File: config.mk
export PLATFORM = sky130hd
export DESIGN_NAME = mem_port_arbiter
export DESIGN_NICKNAME = d
export VERILOG_FILES = /design/src/rtl/cpu_mem_pkg.sv /design/src/rtl/resp_hold_buf.sv /design/src/rtl/mem_port_arbiter.sv
export SDC_FILE = /design/constraint.sdc
export NUM_CORES = 1
export LEC_CHECK = 0
export CAP_MARGIN = 25
export CORE_AREA = 2 2 107 109
export DETAILED_ROUTE_END_ITERATION = 7
export DIE_AREA = 0 0 109 111
export PLACE_DENSITY = 0.68
export SYNTH_ARGS = -nofsm -noshare
export SYNTH_HDL_FRONTEND = slang
export SYNTH_SLANG_ARGS = --single-unit
File: constraint.sdc
create_clock -name clk -period 3.38 [get_ports clk]
set_input_delay 0.676 -clock clk [delete_from_list [all_inputs] [get_ports clk]]
set_output_delay 0.676 -clock clk [all_outputs]
set_load 0.005 [all_outputs]
File: src/rtl/cpu_mem_pkg.sv
// Shared types and default widths for the fetch/load-store SRAM arbiter.
package cpu_mem_pkg;

  localparam int unsigned DEFAULT_ADDR_W = 32;
  localparam int unsigned DEFAULT_DATA_W = 32;

  // Which requester owns the outstanding read response.
  typedef enum logic {
    OWN_I = 1'b0,
    OWN_D = 1'b1
  } owner_e;

  // Response tracking: nothing pending, response presented now, response stalled.
  typedef enum logic [1:0] {
    StIdle = 2'd0,
    StResp = 2'd1,
    StHold = 2'd2
  } state_e;

endpackage

File: src/rtl/resp_hold_buf.sv
// Read response tracker: owner tag, rvalid routing and the stall hold register.
// The SRAM only presents read data for one cycle, so a stalled response is
// captured into r_hold and replayed until the owner accepts it.
module resp_hold_buf #(
  parameter int unsigned DATA_W = cpu_mem_pkg::DEFAULT_DATA_W
) (
  input  logic              clk,
  input  logic              resetn,
  input  logic              i_rd_gnt,
  input  logic              i_gnt_is_d,
  input  logic [DATA_W-1:0] i_sram_rdata,
  input  logic              i_rready_i,
  input  logic              i_rready_d,
  output logic              o_rvalid_i,
  output logic              o_rvalid_d,
  output logic [DATA_W-1:0] o_rdata,
  output logic              o_stall
);
  import cpu_mem_pkg::*;

  state_e            r_state;
  state_e            w_state_nxt;
  owner_e            r_owner;
  logic [DATA_W-1:0] r_hold;
  logic              w_rready;
  logic              w_busy;

  // Next state, rvalid routing and grant blocking while a response is unaccepted.
  always_comb begin
    w_state_nxt = r_state;
    w_rready    = (r_owner == OWN_D) ? i_rready_d : i_rready_i;
    w_busy      = (r_state != StIdle);
    o_stall     = w_busy && !w_rready;
    o_rvalid_i  = w_busy && (r_owner == OWN_I);
    o_rvalid_d  = w_busy && (r_owner == OWN_D);
    o_rdata     = (r_state == StHold) ? r_hold : i_sram_rdata;
    unique case (r_state)
      StIdle: begin
        if (i_rd_gnt) w_state_nxt = StResp;
      end
      StResp, StHold: begin
        if (!w_rready)     w_state_nxt = StHold;
        else if (i_rd_gnt) w_state_nxt = StResp;
        else               w_state_nxt = StIdle;
      end
      default: w_state_nxt = StIdle;
    endcase
  end

  // State and owner tag; owner only changes on a read grant.
  always_ff @(posedge clk or negedge resetn) begin
    if (!resetn) begin
      r_state <= StIdle;
      r_owner <= OWN_I;
    end else begin
      r_state <= w_state_nxt;
      if (i_rd_gnt) r_owner <= i_gnt_is_d ? OWN_D : OWN_I;
    end
  end

  // Capture the one-cycle SRAM word when its response stalls.
  always_ff @(posedge clk or negedge resetn) begin
    if (!resetn) begin
      r_hold <= '0;
    end else if ((r_state == StResp) && !w_rready) begin
      r_hold <= i_sram_rdata;
    end
  end

endmodule

File: src/rtl/mem_port_arbiter.sv
// Two-requester arbiter (fetch read-only, load/store) for a single 1-cycle-latency
// SRAM port. Data wins over fetch; define ARB_STARVE_GUARD_EN to force a fetch
// grant after STARVE_MAX consecutive data grants while fetch is waiting.
module mem_port_arbiter #(
  parameter int unsigned ADDR_W     = cpu_mem_pkg::DEFAULT_ADDR_W,
  parameter int unsigned DATA_W     = cpu_mem_pkg::DEFAULT_DATA_W,
  parameter int unsigned STARVE_MAX = 4
) (
  input  logic              clk,
  input  logic              resetn,
  input  logic              i_req,
  input  logic [ADDR_W-1:0] i_addr,
  output logic              i_gnt,
  output logic              i_rvalid,
  output logic [DATA_W-1:0] i_rdata,
  input  logic              i_rready,
  input  logic              d_req,
  input  logic [3:0]        d_we,
  input  logic [ADDR_W-1:0] d_addr,
  input  logic [DATA_W-1:0] d_wdata,
  output logic              d_gnt,
  output logic              d_rvalid,
  output logic [DATA_W-1:0] d_rdata,
  input  logic              d_rready,
  output logic              sram_en,
  output logic [3:0]        sram_we,
  output logic [ADDR_W-1:0] sram_addr,
  output logic [DATA_W-1:0] sram_wdata,
  input  logic [DATA_W-1:0] sram_rdata
);

  logic              w_stall;
  logic              w_force_i;
  logic              w_arb_ok;
  logic              w_d_gnt;
  logic              w_i_gnt;
  logic              w_rd_gnt;
  logic [DATA_W-1:0] w_rdata;

`ifdef ARB_STARVE_GUARD_EN
  localparam int unsigned CntW = $clog2(STARVE_MAX + 1);
  logic [CntW-1:0] r_starve_cnt;

  assign w_force_i = i_req && (r_starve_cnt >= CntW'(STARVE_MAX));

  // Count data grants that pass over a waiting fetch; any fetch grant or idle fetch clears.
  always_ff @(posedge clk or negedge resetn) begin
    if (!resetn) begin
      r_starve_cnt <= '0;
    end else if (!i_req || w_i_gnt) begin
      r_starve_cnt <= '0;
    end else if (w_d_gnt && (r_starve_cnt < CntW'(STARVE_MAX))) begin
      r_starve_cnt <= r_starve_cnt + 1'b1;
    end
  end
`else
  logic w_unused_starve;
  assign w_force_i       = 1'b0;
  assign w_unused_starve = ^STARVE_MAX;
`endif

  // Arbitration and SRAM drive; reset also gates the combinational grants.
  always_comb begin
    w_arb_ok   = resetn && !w_stall;
    w_d_gnt    = w_arb_ok && d_req && !w_force_i;
    w_i_gnt    = w_arb_ok && i_req && !(d_req && !w_force_i);
    w_rd_gnt   = w_i_gnt || (w_d_gnt && (d_we == 4'h0));
    i_gnt      = w_i_gnt;
    d_gnt      = w_d_gnt;
    sram_en    = w_i_gnt || w_d_gnt;
    sram_we    = w_d_gnt ? d_we : 4'h0;
    sram_addr  = w_d_gnt ? d_addr : i_addr;
    sram_wdata = w_d_gnt ? d_wdata : '0;
    i_rdata    = w_rdata;
    d_rdata    = w_rdata;
  end

  resp_hold_buf #(
    .DATA_W (DATA_W)
  ) u_resp_hold_buf (
    .clk          (clk),
    .resetn       (resetn),
    .i_rd_gnt     (w_rd_gnt),
    .i_gnt_is_d   (w_d_gnt),
    .i_sram_rdata (sram_rdata),
    .i_rready_i   (i_rready),
    .i_rready_d   (d_rready),
    .o_rvalid_i   (i_rvalid),
    .o_rvalid_d   (d_rvalid),
    .o_rdata      (w_rdata),
    .o_stall      (w_stall)
  );

endmodule

==> impl_metrics.tcl <==
set metrics [dict create \
    status "complete, no violations" \
    finalNonFillerCells 629 \
    hp-class "in2async" \
    use_met2_pct 32.3 \
    path_depth 6 \
    worst_pin_slew_ns 0.437 \
    wl_per_cell_um 16.8 \
    relSlewSlack_pct 70.9 \
    cts_sinks 35 \
    synthArstFlopShare_pct 100 \
    io_buffers 274 \
    cts_buffer_depth 2 \
    core_mm2 0.0111 \
    holdBufCountCts 0 \
    gr-usage-met1_pct 16.9 \
    pwr_density_cell_mw_per_mm2 520 \
    worst-endpoint-arrival_ns 2.68 \
    period_needed_ns 3.35 \
    worst-path-max-fanout 23 \
    cp-end-kind "output port" \
    cts_tree "done" \
    hold_violations 0 \
    synthTopCellsByCount "mux2_2 (97), and2_1 (36), dfrtp_1 (35)" \
    critPathLaunchType "input port" \
    drt-total-wl_um 10600 \
    track_usage_pct 16.9 \
    slowest_stage "clkdlybuf4s50_1" \
    synth-seq-cells 35 \
    maxCapViolations 0 \
    synth_area_leaders "mux2_2 (40%), dfrtp_1 (32%), buf_4 (9.4%)" \
    path_class "in2out" \
    dieArea_mm2 0.0121 \
    period_share_pct 99.2 \
    rsz0062_at_grt "yes" \
    crit_buf_inv 3 \
    h-tree-depth 2 \
    global_route.usage.met3_pct 4.64 \
    ant_nets 0 \
    overflow 0 \
    first_pass_iters 3 \
    nets 627 \
    grt.busiest_layer "met2" \
    drive_above_1_share_pct 23.7 \
    irDropWorstVdd_mv 0.245 \
    slowest_delay_ns 0.47 \
    synth_seq_area_share_pct 32.2 \
    num_rows 39 \
    ys.flop_type "dfrtp_1" \
    grt_max_degree 38 \
    post-cts-setup-buffers 0 \
    syn_nets 384 \
    rr_worst_depth 6 \
    area_delta_synth_final_pct 104 \
    leakagePower_nw 2.26 \
    path_cells "clkdlybuf4s50_1 -> mux2_2 -> o211ai_4 -> buf_12 -> mux2_2 -> clkdlybuf4s50_1" \
    synth_most_common_cell "mux2_2" \
    die_w_um 109 \
    syn-cell-area_mm2 0.00272 \
    yosysWarnings 0 \
    synth_edf_count 0 \
    die_height_um 111 \
    root_buffer "clkbuf_16" \
    start_util_pct 24.6 \
    dp_hpwl_um 8960 \
    antenna_found_initial 0 \
    ioPinCount 275 \
    vias 2761 \
    fmax_ghz 0.298 \
    power_mw 2.89 \
    synth_top_cell_area_share_pct 40.1 \
    placedCellCount 621 \
    drt_iter0_markers 52 \
    grt_pass1_wl_um 15700 \
    yosysUniqueCellTypes 26 \
    cts_buffers 5 \
    critical-path-top-delay-family "buffers and inverters" \
    insertedDiodeCount 0 \
    avgSynthCellArea_um2 11.3 \
    grt_pass1_vias 2955 \
    netlist_instances 242 \
    final-setup-viol-count 0 \
    viasPerCell 4.39 \
    fin_skew_ns 0.00306 \
    drc 0 \
    cp.required_ns 2.70 \
    clk_pin_slew_ns 0.05 \
    gp_congestion 0.797 \
    drv_slew 0 \
    clkLatencyLatePin_ns 0.27 \
    yosysTopAreaCell "mux2_2" \
]
[final timing paths]
kind / startpoint / to / slack, ns
worst max-delay path: d_rready / sram_addr[26] / 0.03
min in group clk: u_resp_hold_buf.r_hold[30] / u_resp_hold_buf.r_hold[30] / 0.50
worst min-delay path: resetn / u_resp_hold_buf.r_owner / 0.38
worst max register to register: u_resp_hold_buf.r_state[0] / u_resp_hold_buf.r_state[0] / 1.57
max in group asynchronous: resetn / u_resp_hold_buf.r_hold[17] / 2.42
worst min register to register: u_resp_hold_buf.r_hold[30] / u_resp_hold_buf.r_hold[30] / 0.50
[stage by stage]
stage               cell area (µm²)  hold slack (ns)  utilization [%]  setup TNS (ns)  setup WS (ns)
floorplan                      2720            0.380                -               0          0.868
global route                   5560            0.388             50.2         -0.0326        -0.0295
global placement               5400            0.481             48.7          -0.168        -0.0564
finish                         5560            0.376             50.2               0         0.0278
detailed placement             5400            0.487             48.7          -0.470        -0.0904
CTS                            5540            0.389             50.0               0       0.000404
[what timing repair did]
action / in CTS / in global routing
endpoints found under the setup margin: 36 / 12
cloned: 0 / 0
pin swaps: 0 / 0
resized for setup: 1 / 9
hold endpoints to repair: 0 / 0
[logic make-up after synthesis]
logic type,synth area share [%]
fa+ha+maj,1.84
flops,32.2
compound gates,2.94
buf+inv,11.9
mux,40.9
simple gates,10.3
[area by class of cell]
type	count	area (µm²)
clock inverter	1	5.00
timing repair buffer	282	2830
sequential	35	876
tap	143	179
fill	1021	5520
multi-input combinational	158	1520
inverter	3	16.3
clock buffer	7	133
[placed cells by master, fill, tap and decap left out, drive strengths merged]
cell           Yosys  final
o22a               1      1
ha                 4      4
or4                1      1
dlymetal6s2s       0      8
a21oi              1      1
nor2               5      5
buf               42      9
and2              36     36
inv                3      3
o221a              1      1
o211ai             2      2
clkinv             0      1
a211o              1      1
dfrtp             35     35
clkdlybuf4s50      0    265
o22ai              1      1
nor3b              1      1
mux2              97     97
o2111a             1      1
clkbuf             4      7
mux2i              2      2
nor2b              1      1
nand2              2      2
nand3b             1      1
[state kept, by name (all words and copies together), names as in the netlist]
register and flops:
u_resp_hold_buf.r_state 2, u_resp_hold_buf.r_hold 32, u_resp_hold_buf.r_owner 1
[worst register-to-register path, cell delays in order, from the launching register on]
cell and delay (ns):
dfrtp_1 0.41, inv_1 0.09, ha_1 0.37, o211ai_4 0.16, buf_4 0.18, o2111a_1 0.24, a211o_1 0.26
[where the power goes]
group	switching (mW)	total [mW]	internal (mW)	leakage, nW
clock network	0.158	0.430	0.272	0.0679
logic	0.572	1.74	1.17	1.77
registers	0.0951	0.725	0.630	0.419
total	0.825	2.89	2.07	2.26
[routing by layer]
metal,wire (µm),share of wire (%)
met1,3620,34
met2,5680,54
met3,891,8.4
met4,365,3.5
met5,0,0
No activity file was read; power rests on OpenSTA's default activity.
